<file path="src/rtl/seq_divider_if.sv">
// seq_divider_if: start/operand request and result/status bundle for seq_divider.
// master = requester (drives start and operands), slave = the divider.
`timescale 1ns/1ps
interface seq_divider_if #(parameter int WIDTH = 4);
  logic             start;
  logic [WIDTH-1:0] dividend;
  logic [WIDTH-1:0] divisor;
  logic [WIDTH-1:0] quotient;
  logic [WIDTH-1:0] remainder;
  logic             busy;
  logic             done;
  logic             div_by_zero;

  modport master (
    output start, dividend, divisor,
    input  quotient, remainder, busy, done, div_by_zero
  );

  modport slave (
    input  start, dividend, divisor,
    output quotient, remainder, busy, done, div_by_zero
  );
endinterface

</file>
<file path="src/rtl/seq_divider.sv">
// seq_divider: multi-cycle unsigned restoring divider, one quotient bit per clock.
// IDLE -> RUN (WIDTH steps) -> DONE (one-cycle done pulse) -> IDLE.
// Optional macro SEQ_DIVIDER_ZERO_CHECK_EN: a zero divisor bypasses RUN and
// reports div_by_zero; otherwise it runs the full algorithm and div_by_zero is 0.
`timescale 1ns/1ps
module seq_divider #(
  parameter int WIDTH = 4
) (
  input  logic         clk,
  input  logic         rst,
  seq_divider_if.slave bus_io
);
  localparam int CW = (WIDTH > 2) ? $clog2(WIDTH) : 1;
  localparam logic [CW-1:0] LAST = CW'(WIDTH - 1);

  typedef enum logic [1:0] {IDLE, RUN, DONE} state_e;

  state_e           state_q;
  logic [WIDTH:0]   r_q, r_d, r_sh;
  logic [WIDTH-1:0] q_q, q_d;
  logic [WIDTH-1:0] dvs_q;
  logic [CW-1:0]    cnt_q;
  logic [WIDTH-1:0] quotient_q, remainder_q;
  logic             busy_q, done_q;
`ifdef SEQ_DIVIDER_ZERO_CHECK_EN
  logic             dbz_q;
`endif

  // One restoring step: shift the next dividend bit into r, subtract if it fits.
  always_comb begin
    r_sh = {r_q[WIDTH-1:0], q_q[WIDTH-1]};
    r_d  = r_sh;
    q_d  = {q_q[WIDTH-2:0], 1'b0};
    if (r_sh >= {1'b0, dvs_q}) begin
      r_d  = r_sh - {1'b0, dvs_q};
      q_d  = {q_q[WIDTH-2:0], 1'b1};
    end
  end

  // Control FSM with registered status and result outputs.
  always_ff @(posedge clk) begin
    if (rst) begin
      state_q     <= IDLE;
      r_q         <= '0;
      q_q         <= '0;
      dvs_q       <= '0;
      cnt_q       <= '0;
      quotient_q  <= '0;
      remainder_q <= '0;
      busy_q      <= 1'b0;
      done_q      <= 1'b0;
`ifdef SEQ_DIVIDER_ZERO_CHECK_EN
      dbz_q       <= 1'b0;
`endif
    end else begin
      case (state_q)
        IDLE: begin
          done_q <= 1'b0;
          if (bus_io.start) begin
            dvs_q  <= bus_io.divisor;
            q_q    <= bus_io.dividend;
            r_q    <= '0;
            cnt_q  <= '0;
            busy_q <= 1'b1;
`ifdef SEQ_DIVIDER_ZERO_CHECK_EN
            if (bus_io.divisor == '0) begin
              // Skip the steps: the answer is already known.
              state_q     <= DONE;
              done_q      <= 1'b1;
              quotient_q  <= '1;
              remainder_q <= bus_io.dividend;
              dbz_q       <= 1'b1;
            end else begin
              state_q <= RUN;
            end
`else
            state_q <= RUN;
`endif
          end
        end
        RUN: begin
          r_q   <= r_d;
          q_q   <= q_d;
          cnt_q <= cnt_q + CW'(1);
          if (cnt_q == LAST) begin
            // Final step result goes straight to the outputs so it is valid with done.
            state_q     <= DONE;
            done_q      <= 1'b1;
            quotient_q  <= q_d;
            remainder_q <= r_d[WIDTH-1:0];
`ifdef SEQ_DIVIDER_ZERO_CHECK_EN
            dbz_q       <= 1'b0;
`endif
          end
        end
        DONE: begin
          done_q  <= 1'b0;
          busy_q  <= 1'b0;
          state_q <= IDLE;
        end
        default: state_q <= IDLE;
      endcase
    end
  end

  assign bus_io.quotient  = quotient_q;
  assign bus_io.remainder = remainder_q;
  assign bus_io.busy      = busy_q;
  assign bus_io.done      = done_q;
`ifdef SEQ_DIVIDER_ZERO_CHECK_EN
  assign bus_io.div_by_zero = dbz_q;
`else
  assign bus_io.div_by_zero = 1'b0;
`endif
endmodule

</file>
<file path="src/flat_wrapper.sv">
// flat-port wrapper written by rule: the top's interface ports become plain ports
module seq_divider_flat 
#(
  parameter int WIDTH = 4
)
  (clk, rst, bus_io_start, bus_io_dividend, bus_io_divisor, bus_io_quotient, bus_io_remainder, bus_io_busy, bus_io_done, bus_io_div_by_zero);
  seq_divider_if #(.WIDTH(WIDTH)) bus_io_i ();
  input  logic clk;
  input  logic rst;
  input wire logic [$bits(bus_io_i.start)-1:0] bus_io_start;
  input wire logic [$bits(bus_io_i.dividend)-1:0] bus_io_dividend;
  input wire logic [$bits(bus_io_i.divisor)-1:0] bus_io_divisor;
  output wire logic [$bits(bus_io_i.quotient)-1:0] bus_io_quotient;
  output wire logic [$bits(bus_io_i.remainder)-1:0] bus_io_remainder;
  output wire logic [$bits(bus_io_i.busy)-1:0] bus_io_busy;
  output wire logic [$bits(bus_io_i.done)-1:0] bus_io_done;
  output wire logic [$bits(bus_io_i.div_by_zero)-1:0] bus_io_div_by_zero;
  assign bus_io_i.start = bus_io_start;
  assign bus_io_i.dividend = bus_io_dividend;
  assign bus_io_i.divisor = bus_io_divisor;
  assign bus_io_quotient = bus_io_i.quotient;
  assign bus_io_remainder = bus_io_i.remainder;
  assign bus_io_busy = bus_io_i.busy;
  assign bus_io_done = bus_io_i.done;
  assign bus_io_div_by_zero = bus_io_i.div_by_zero;
  seq_divider #(.WIDTH(WIDTH)) u_core (.clk(clk), .rst(rst), .bus_io(bus_io_i));
endmodule
</file>
<file path="config.mk">
export PLATFORM = sky130hd
export DESIGN_NAME = seq_divider_flat
export DESIGN_NICKNAME = d
export VERILOG_FILES = /design/src/rtl/seq_divider_if.sv /design/src/rtl/seq_divider.sv /design/src/flat_wrapper.sv
export SDC_FILE = /design/constraint.sdc
export NUM_CORES = 1
export LEC_CHECK = 0
export ABC_CLOCK_PERIOD_IN_PS = 2900
export CAP_MARGIN = 10
export CORE_MARGIN = 2
export CORE_UTILIZATION = 39
export DETAILED_ROUTE_END_ITERATION = 10
export GPL_TIMING_DRIVEN = 0
export HOLD_SLACK_MARGIN = 0.03
export PLACE_DENSITY = 0.66
export SYNTH_ARGS = -nofsm -noshare
export SYNTH_HDL_FRONTEND = slang
export SYNTH_SLANG_ARGS = --single-unit
</file>
<file path="constraint.sdc">
create_clock -name clk -period 2.9 [get_ports clk]
set_input_delay 0.29 -clock clk [delete_from_list [all_inputs] [get_ports clk]]
set_output_delay 0.29 -clock clk [all_outputs]
set_load 0.02 [all_outputs]
</file>
======== After elaboration in Yosys (flattened, before gate mapping) ========
Cells that the tools add are included.
storage, ports and cells
  register bits ........................... 26
  bits of input ports ..................... 11
cells by class
  $add $sub $neg .......................... 2
  magnitude comparators ................... 1
  eq/ne operators ......................... 5
  multiplexer cells ....................... 15
  reduce and logical (&&, ||, !) cells .... 11
operators with widths
  kind                                                                   number
  4-bit case mux with 2 select lines                                     2
  4-bit 2-to-1 mux                                                       3
  2-bit AND reduction                                                    6
  2-bit case mux with 2 select lines                                     2
  2-bit 2-to-1 mux                                                       3
  2-bit nonzero test                                                     3
  5-bit by 4-bit >= comparator with 1-bit output                         1
  2-bit equality test, second input constant                             2
  1-bit case mux with 2 select lines                                     2
  4-bit subtractor                                                       1
  1-bit 2-to-1 mux                                                       3
  2-bit by 1-bit adder with 2-bit output, second input constant          1
  2-bit by 1-bit equality test with 1-bit output, second input constant  1
  2-bit logical NOT                                                      1
  2-bit by 1-bit != test with 1-bit output, second input constant        1
  2-bit != test, second input constant                                   1
  2-bit OR reduction                                                     1

======== Logic depth before layout (Yosys ltp) ========
  word-level depth ........................ 4
  mapped depth ............................ 8
  mapped depth without buffers ............ 8

======== Worst setup path before layout ========
Ideal clock, no wire load.
  path type ............................... register -> register
  start ................................... register u_core.q_q[3]
  end ..................................... register u_core.remainder_q[1], in the netlist u_core.bus_io.remainder[1]
  arrival ................................. 1.646 ns
  path slack .............................. 1.115 ns
  stages on the path, launching flop included .. 8
  path buffers ............................ 0
  cells stage by stage .................... dfxtp_1 > inv_1 > ha_1 > nand2b_1 > a2111o_1 > and2_4 > mux2i_1 > a211oi_1
on the way
  cells in the longest elaborated chain, start to end .. 2
  elaborated cells on any way between the ends .. 3
  those cells by class .................... add/sub: 1; order compare: 1; mux: 1
ends and longest elaborated chain
  element                                                                                    RTL line                              source
  start, declared                                                                            seq_divider.sv:20                     logic [WIDTH-1:0] q_q, q_d;
  start signal, assigned                                                                     seq_divider.sv:61                     q_q <= bus_io.dividend;
  start signal, assigned                                                                     seq_divider.sv:83                     q_q <= q_d;
  4-bit subtractor / 5-bit by 4-bit >= comparator with 1-bit output (equally long branches)  seq_divider.sv:35, seq_divider.sv:34
  4-bit 2-to-1 mux (*)                                                                       seq_divider.sv:34                     if (r_sh >= {1'b0, dvs_q}) begin
  end signal, assigned                                                                       seq_divider.sv:90                     remainder_q <= r_d[WIDTH-1:0];
  end, declared                                                                              seq_divider.sv:23                     logic [WIDTH-1:0] quotient_q, remainder_q;
Mark *: on every way between the ends. The rest lies on a longest branch, timed or not.
A chain may end at the register's enable or synchronous reset.

======== Worst setup path in the final report ========
  start ................................... register u_core.q_q[3]
  end ..................................... register u_core.r_q[2]
on the way
  cells in the longest elaborated chain, start to end .. 3
  elaborated cells on any way between the ends .. 4
  those cells by class .................... add/sub: 1; order compare: 1; mux: 2
ends and longest elaborated chain
  element                                                                                    RTL line                              source
  4-bit subtractor / 5-bit by 4-bit >= comparator with 1-bit output (equally long branches)  seq_divider.sv:35, seq_divider.sv:34
  4-bit 2-to-1 mux (*)                                                                       seq_divider.sv:34
  4-bit case mux with 2 select lines (*)                                                     seq_divider.sv:56                     case (state_q)
  end signal, assigned                                                                       seq_divider.sv:82                     r_q <= r_d;
  end, declared                                                                              seq_divider.sv:19                     logic [WIDTH:0] r_q, r_d, r_sh;
Marked as above.

==> run summary <==
share of the synthesized area in the top cell type - 44.4%
clock-pin slew on the worst setup and hold paths - 0.13 ns
post-synth cell types - 35
Initial Utilization - 41.7%
# DRC - 1
overall power - 0.709 mW
power share of the clock group - 20.5%
initial antenna violation count - 0
asr flop ratio synth - 0%
max_cap viols - 0
worst-path maximum fanout - 4
vias in the first global route - 960
dpl cell area - 1410 µm²
final design utilization - 51.1%
grt total ovfl - 0
Multi-input gate area - 601 µm²
# IOs - 22
Worst-Margin Slew - 0.621 ns
syn nets - 151
Worst-Skew Late Latency - 0.31 ns
Slew HR - 58.4%
Warnings, synthesis - 0
largest net degree at the start of global routing - 14
number of synthesized flops with an enable pin - 0
Post-synth top cells - dfxtp_1 (26), nor2_1 (22), nand2_1 (14)
sequential standard cell area - 520 µm²
Net Sw Frac - 29.0%
Hold Crit Class - flip-flop to flip-flop
post-cts sizing count - 0
die width - 58.8 µm
critical path startpoint category - flip-flop
first-pass GRT wire length - 4260 µm
Comb power frac - 24.5%
violated checks - design-rule violations
Placed Cells - 185
CTS H-tree depth - 1
Int Power - 0.503 mW
most frequent cell after synthesis - dfxtp_1
Routability Congestion - 0.800
CTS sink count - 26
layout cells sized above 1 - 6.37%
Post-Place Worst Slack - 0.886 ns
P_sw - 0.205 mW
overall routing resource usage - 15.9%
CP Class - flip-flop to flip-flop
std cell rows - 19
root buffer cell - clkbuf_4
worst hold slack - 0.464 ns
CP required - 3.10 ns
CTS buffer count - 3
status - finished with violations
Via-to-Cell Ratio - 5.28
Period minus WS final - 2.07 ns
routed len/inst - 13.3 µm
via count - 993
fin area - 1430 µm²
Hold Fails Final Rpt - 0
First-pass DRT Iterations - 7
Synth Instances - 134
Hold Crit Start - u_core.bus_io.quotient[3]$_SDFFE_PP0P_
Worst VDD drop - 0.252 mV
worst clock skew - 0.00160 ns
Cell Pwr Density - 495 nW/µm²
CP Data Arrival Time - 2.27 ns
CTS tree - built
die area - 3460 µm²
Slew Viols, Final - 0
fin worst setup slack - 0.827 ns
Post-DRT Antenna Nets - 0
largest cells by area after synthesis - dfxtp_1 (44%), nor2_1 (7.1%), ha_1 (5.3%), a21oi_1 (5.1%), a211oi_1 (5.1%)
sequential power share - 55.0%
final setup fails - 0
Seq/Total Area, Yosys - 44.4%
setup TNS - 0 ns
top_reg_cell synth - dfxtp_1
leading area contributor after synthesis - dfxtp_1
initial drt markers - 31
synthesized flop and latch total - 26
FMAX - 482 MHz
# fillers - 275
RSZ-0062 raised after global routing - false
Die Height - 58.8 µm
launch point of the worst path - u_core.q_q[3]$_SDFFE_PP0P_
Avg Inst Size Synth - 8.74 µm²
RR Startpoint - u_core.q_q[3]$_SDFFE_PP0P_
Post-Layout Cell Count - 188
port bufs - 20
ANT cells - 0
Critical Path Sink Type - flip-flop
# hold bufs at CTS - 0
synthesized area - 1170 µm²
P_leak - 0.553 nW
Final HPWL DP - 1870 µm
nets - 176
post-CTS setup buffer count - 0
crit share post-route - 71.5%
Max Buffers Root-to-Sink - 2
Syn-to-layout area delta - 22.3%
Core Region - 2810 µm²
Post-Route WL - 2500 µm
## critical path, stage by stage, from the launching register on
cell	delay [ns]
dfxtp_1	0.40
inv_1	0.09
ha_1	0.31
nand2b_1	0.16
a2111o_1	0.46
and2_4	0.18
o21ai_0	0.25
o21ai_0	0.12
## logic make-up (layout without fill, tap and decap cells)
group / count (synthesis) / in the layout / share of synthesized area [%]
AO/OA/AOI/OAI: 31 / 31 / 17.3
XOR/XNOR: 2 / 2 / 1.50
adder cells (fa/ha/maj): 6 / 6 / 7.05
buffers and inverters: 12 / 35 / 4.27
flip-flops: 26 / 26 / 44.4
multiplexers: 5 / 5 / 4.27
other: 1 / 1 / 0.320
AND/OR/NAND/NOR: 51 / 51 / 20.8
## metal layers
layer / wire length, µm / global-route usage [%] / part of all wire, % / vias up
met5: 0 / 0 / 0 / -
met4: 16 / 5.19 / 0.64 / 0
met3: 119 / 2.64 / 4.8 / 2
met2: 1150 / 26.7 / 46 / 26
met1: 1210 / 20.9 / 48 / 452
li1: - / - / - / 513
## area by class of cell
class / count / share of cell area, %
flip-flops and latches: 26 / 36.3
inverters: 8 / 2.10
well taps: 31 / 2.71
clock buffers: 3 / 1.57
repair buffers: 20 / 14.0
multi-input cells: 96 / 41.9
plain buffers: 4 / 1.40
## power groups by stage
stage | Combinational [mW] | Sequential [mW] | Clock, mW
floorplan | 0.124 | 0.395 | 0
global placement | 0.168 | 0.396 | 0
detailed placement | 0.172 | 0.397 | 0
CTS | 0.173 | 0.389 | 0.154
global route | 0.196 | 0.392 | 0.166
finish | 0.173 | 0.390 | 0.145
## cells in the final DEF (no fill, tap or decap), types with 2 or more instances in the layout
| cell type | n |
|---|---|
| nor2_1 | 22 |
| nand3b_1 | 3 |
| ha_1 | 5 |
| a211oi_1 | 8 |
| nand3_1 | 2 |
| o21ai_0 | 3 |
| a21oi_1 | 12 |
| nand2b_1 | 2 |
| dfxtp_1 | 26 |
| inv_1 | 8 |
| clkdlybuf4s50_1 | 20 |
| mux2i_1 | 5 |
| clkbuf_1 | 2 |
| nand2_1 | 14 |
| clkbuf_4 | 3 |
## state kept, by name, summed over array words and instances (netlist names)
signal and cells:
u_core.r_q 4, u_core.cnt_q 2, u_core.state_q 2, u_core.q_q 4
u_core.bus_io.remainder 4, u_core.bus_io.done 1, u_core.bus_io.quotient 4, u_core.dvs_q 4
u_core.bus_io.busy 1
## final timing paths
path / to / slack, ns / cells past startpoint
worst max-delay path: u_core.r_q[2]$_SDFFE_PP0P_ / 0.83 / 7
worst min-delay path: u_core.bus_io.quotient[3]$_SDFFE_PP0P_ / 0.46 / 2
worst max register to register: u_core.r_q[2]$_SDFFE_PP0P_ / 0.83 / 7
worst min register to register: u_core.bus_io.quotient[3]$_SDFFE_PP0P_ / 0.46 / 2
No activity file was read; power rests on OpenSTA's default activity.
